$ cat config.mk
export PLATFORM = sky130hd
export DESIGN_NAME = hazard_ctrl_unit
export DESIGN_NICKNAME = d
export VERILOG_FILES = /design/src/rtl/hazard_pkg.sv /design/src/rtl/hazard_down_counter.sv /design/src/rtl/hazard_ctrl_unit.sv
export SDC_FILE = /design/constraint.sdc
export NUM_CORES = 1
export LEC_CHECK = 0
export ABC_AREA = 1
export BUFFER_PORTS_ARGS = -buffer_cell sky130_fd_sc_hd__buf_2
export CAP_MARGIN = 20
export CORE_MARGIN = 3
export CORE_UTILIZATION = 50
export DETAILED_ROUTE_END_ITERATION = 6
export GPL_TIMING_DRIVEN = 0
export PLACE_DENSITY_LB_ADDON = 0.12
export SLEW_MARGIN = 20
export SYNTH_ARGS = -nofsm -noshare
export SYNTH_HDL_FRONTEND = slang
export SYNTH_SLANG_ARGS = --single-unit
$ cat constraint.sdc
create_clock -name clk -period 3.2 [get_ports clk]
set_input_delay 0.64 -clock clk [delete_from_list [all_inputs] [get_ports clk]]
set_output_delay 0.64 -clock clk [all_outputs]
set_load 0.01 [all_outputs]
$ cat src/rtl/hazard_pkg.sv
// Shared constants for the hazard controller: register-zero encoding,
// counter widths and the legal parameter ranges.
package hazard_pkg;

  localparam int unsigned REG_ZERO = 0;

  localparam int unsigned LD_CNT_W = 4;
  localparam int unsigned MD_CNT_W = 6;

  localparam int unsigned LOAD_STALL_MIN = 1;
  localparam int unsigned LOAD_STALL_MAX = 15;
  localparam int unsigned MDU_CYCLES_MIN = 1;
  localparam int unsigned MDU_CYCLES_MAX = 63;

endpackage

$ cat src/rtl/hazard_down_counter.sv
// Loadable down-counter that saturates at zero; used for load-stall and
// mult/div latency tracking.
module hazard_down_counter #(
  parameter int unsigned W = 4
) (
  input  logic         clk,
  input  logic         reset,
  input  logic         load,
  input  logic [W-1:0] load_val,
  output logic         nonzero
);

  logic [W-1:0] count;

  always_ff @(posedge clk) begin
    if (reset) begin
      count <= '0;
    end else if (load) begin
      count <= load_val;
    end else if (count != '0) begin
      count <= count - W'(1);
    end
  end

  assign nonzero = (count != '0);

endmodule

$ cat src/rtl/hazard_ctrl_unit.sv
// Load-use / mult-div hazard stall and branch/jump flush control between IF/ID
// and ID/EX. Optional perf counters enabled by defining HAZARD_PERF_CNT_EN.
module hazard_ctrl_unit
  import hazard_pkg::*;
#(
  parameter int unsigned REG_ADDR_W        = 5,
  parameter int unsigned LOAD_STALL_CYCLES = 1,
  parameter int unsigned MDU_CYCLES        = 4
) (
  input  logic                  clk,
  input  logic                  reset,
  input  logic                  idex_mem_read,
  input  logic [REG_ADDR_W-1:0] idex_rt,
  input  logic [REG_ADDR_W-1:0] ifid_rs,
  input  logic [REG_ADDR_W-1:0] ifid_rt,
  input  logic                  ifid_uses_rs,
  input  logic                  ifid_uses_rt,
  input  logic                  ifid_jump,
  input  logic                  ifid_jr,
  input  logic                  branch_taken,
  input  logic                  idex_md_start,
  input  logic                  ifid_md_use,
  output logic                  stall,
  output logic                  pc_hold,
  output logic                  ifid_hold,
  output logic                  idex_bubble,
  output logic                  ifid_flush,
  output logic                  md_busy
`ifdef HAZARD_PERF_CNT_EN
  ,
  output logic [31:0]           stall_cycles,
  output logic [31:0]           flush_events
`endif
);

  if (LOAD_STALL_CYCLES < LOAD_STALL_MIN || LOAD_STALL_CYCLES > LOAD_STALL_MAX) begin : g_bad_ld
    $error("hazard_ctrl_unit: LOAD_STALL_CYCLES out of range 1..15");
  end
  if (MDU_CYCLES < MDU_CYCLES_MIN || MDU_CYCLES > MDU_CYCLES_MAX) begin : g_bad_md
    $error("hazard_ctrl_unit: MDU_CYCLES out of range 1..63");
  end

  logic load_hit;
  logic ld_active;
  logic md_active;
  logic stall_raw;
  logic redirect;

  // A load into $0 never produces a usable value, so it never stalls.
  always_comb begin
    load_hit = idex_mem_read
            && (idex_rt != REG_ADDR_W'(REG_ZERO))
            && ((ifid_uses_rs && (ifid_rs == idex_rt))
             || (ifid_uses_rt && (ifid_rt == idex_rt)));
  end

  hazard_down_counter #(.W(LD_CNT_W)) u_ld_cnt (
    .clk      (clk),
    .reset    (reset),
    .load     (load_hit & ~ld_active),
    .load_val (LD_CNT_W'(LOAD_STALL_CYCLES - 1)),
    .nonzero  (ld_active)
  );

  // A new mult/div restarts the latency window even if one is in flight.
  hazard_down_counter #(.W(MD_CNT_W)) u_md_cnt (
    .clk      (clk),
    .reset    (reset),
    .load     (idex_md_start),
    .load_val (MD_CNT_W'(MDU_CYCLES - 1)),
    .nonzero  (md_active)
  );

  always_comb begin
    stall_raw = load_hit | ld_active | (md_active & ifid_md_use);
    redirect  = branch_taken | ifid_jump | ifid_jr;
  end

  // Outputs are forced low for the whole reset cycle; a stalled branch must not flush.
  always_comb begin
    stall       = stall_raw & ~reset;
    pc_hold     = stall;
    ifid_hold   = stall;
    idex_bubble = stall;
    ifid_flush  = redirect & ~stall_raw & ~reset;
    md_busy     = md_active & ~reset;
  end

`ifdef HAZARD_PERF_CNT_EN
  always_ff @(posedge clk) begin
    if (reset) begin
      stall_cycles <= '0;
      flush_events <= '0;
    end else begin
      stall_cycles <= stall_cycles + 32'(stall);
      flush_events <= flush_events + 32'(ifid_flush);
    end
  end
`endif

endmodule
==> results.ini <==
[final_layout]
drive_gt1_share_pct=25.5
nets=194
utilization_pct=71.3
post-route-cell-area_um2=975
nFillCells=125
n_antenna_cell=0
final_cells=180
area.growth.synth_to_final_pct=26.7

[synth]
ys_seq_area_share_pct=26.0
yosysWarnings=0
synth.largest_area_cell=dfxtp_1
synthTopCellsByArea=dfxtp_1, nand2_1, inv_1, nor2_1, ha_1
synth.most_common_cell=nand2_1
synth_flop_cell=dfxtp_1
syn_area_per_cell_um2=5.87
synthCells=131
netlist.area_leader.share_pct=26.0
ys_ff_latch=10
synth_edf_count=0
synth.distinct_cells=18
synth_area_um2=769
yosys-top-cells-count=nand2_1, inv_1, nor2_1
synth_nets=159
synthArstFlopShare_pct=0

[clock_network]
clk_latency_ps=270
clock_path_buffers=2
cts_setup_buffers=0
cts_resized=0
cts_tree=built
cts_num_sinks=10
clockRootBuffer=clkbuf_4
htreeDepth=1
numCtsBuffers=3
ctsHoldBuffers=0
cts.clk_slew.worst_paths_ps=70

[grt]
grt_max_degree=7
grt_first_pass_wirelength_mm=2.82
antenna_found_initial=0
grt.total_usage_pct=18.6
grt_overflow_total=0
first_global_vias=733

[placement]
dpl_cell_area_um2=938
gp_congestion=0.817
placed_cells=176
pre_cts_slack_ps=656
dp_hpwl_mm=1.38
io_buffers=30

[timing]
skew_ps=5.24
worst-slew-pin-transition_ps=338
finalMaxSlewViolations=0
period_share_pct=79.5
whs_ps=491
setup_viol=0
fin_crit_ps=2540
hold_violations=0
grt_setup_unrepaired=false
fin_tns_setup_ps=0
relSlewSlack_pct=77.5
max_clock_freq_ghz=0.393
fin_ws_ps=657

[status]
status=finished clean

[floorplanning]
die_x_um=45.2
die_h_um=45.2
initial_core_util_pct=56.3
dieArea_um2=2050
core_area_um2=1370
rows=13
io_pins=31

[critical_path]
start_kind=input port
required_ps=2560
arrival_ps=1900
worst-path-max-fanout=4
end_kind=output pin
crit_type=in2out

[worst_hold_path]
hp-class=reg2reg

[drt]
drtIter0Drc=17
postRouteAntennaNets=0
first_pass_iters=4
wl_mm=1.65
wl_per_cell_um=9.19
via_per_inst=4.76
vias=856
drc=0

[power_and_ir_drop]
p_leak_nw=0.602
power.density_nw_per_um2=618
vdd.ir_drop.worst_mv=0.536
power_mw=0.602

[flow_run]
maxCapViolations=0

## worst paths after layout
check	start	endpoint	slack, ps	cells past startpoint
worst max-delay path	idex_rt[3]	ifid_hold	660	11
worst min-delay path	u_md_cnt.count[0]	u_md_cnt.count[0]	490	2
worst max register to register	u_ld_cnt.count[0]	u_ld_cnt.count[1]	1940	7
worst min register to register	u_md_cnt.count[0]	u_md_cnt.count[0]	490	2
## power by group
group          switching [mW]  internal [mW]  leakage (nW)
combinational           0.172          0.134         0.499
sequential             0.0226          0.156        0.0825
clock                  0.0488         0.0692        0.0210
## layer usage
metal | vias up | part of all wire (%) | GRT usage, %
met5 | - | 0 | 0
met2 | 28 | 47 | 32.8
met1 | 364 | 44 | 21.5
met3 | 9 | 7.4 | 5.98
li1 | 455 | - | -
met4 | 0 | 1.6 | 4.68
## critical path, cell delays in order
cell     delay [ps]
buf_2           100
inv_1            70
nand2_1          60
nand2_1          50
nor2_1          150
nand3_1         100
nand2_1          90
nand2_1          70
a21oi_1         290
buf_4           170
buf_2           110
## state kept, by name (all words and copies together) (netlist names)
register	flops
u_md_cnt.count	6
u_ld_cnt.count	4
## cell type report
cell class                 count  area, um2  share of cell area (%)
multi-input combinational     89        438                    44.9
sequential                    10        200                    20.5
timing repair buffer          30        150                    15.4
inverter                      29        109                    11.2
clock buffer                   4       36.3                    3.72
buffer                         3       22.5                    2.31
tap                           15       18.8                    1.93
## logic make-up after synthesis
logic type	share of synthesized area, %
fa+ha+maj	4.88
flops	26.0
simple gates	38.4
buf+inv	17.1
xor+xnor	6.83
compound gates	6.83
## cell usage in the layout, fill, tap and decap left out, drive strengths merged
master and n:
nand2 39, buf 33, inv 29, nor2 19, dfxtp 10, a21oi 7, nand3 7, clkbuf 4
nor3 3, xor2 3, xnor2 3, ha 3, o21ai 2, nand4 1, o31ai 1, or2 1
Note: power is estimated with default switching activity, not from simulation.
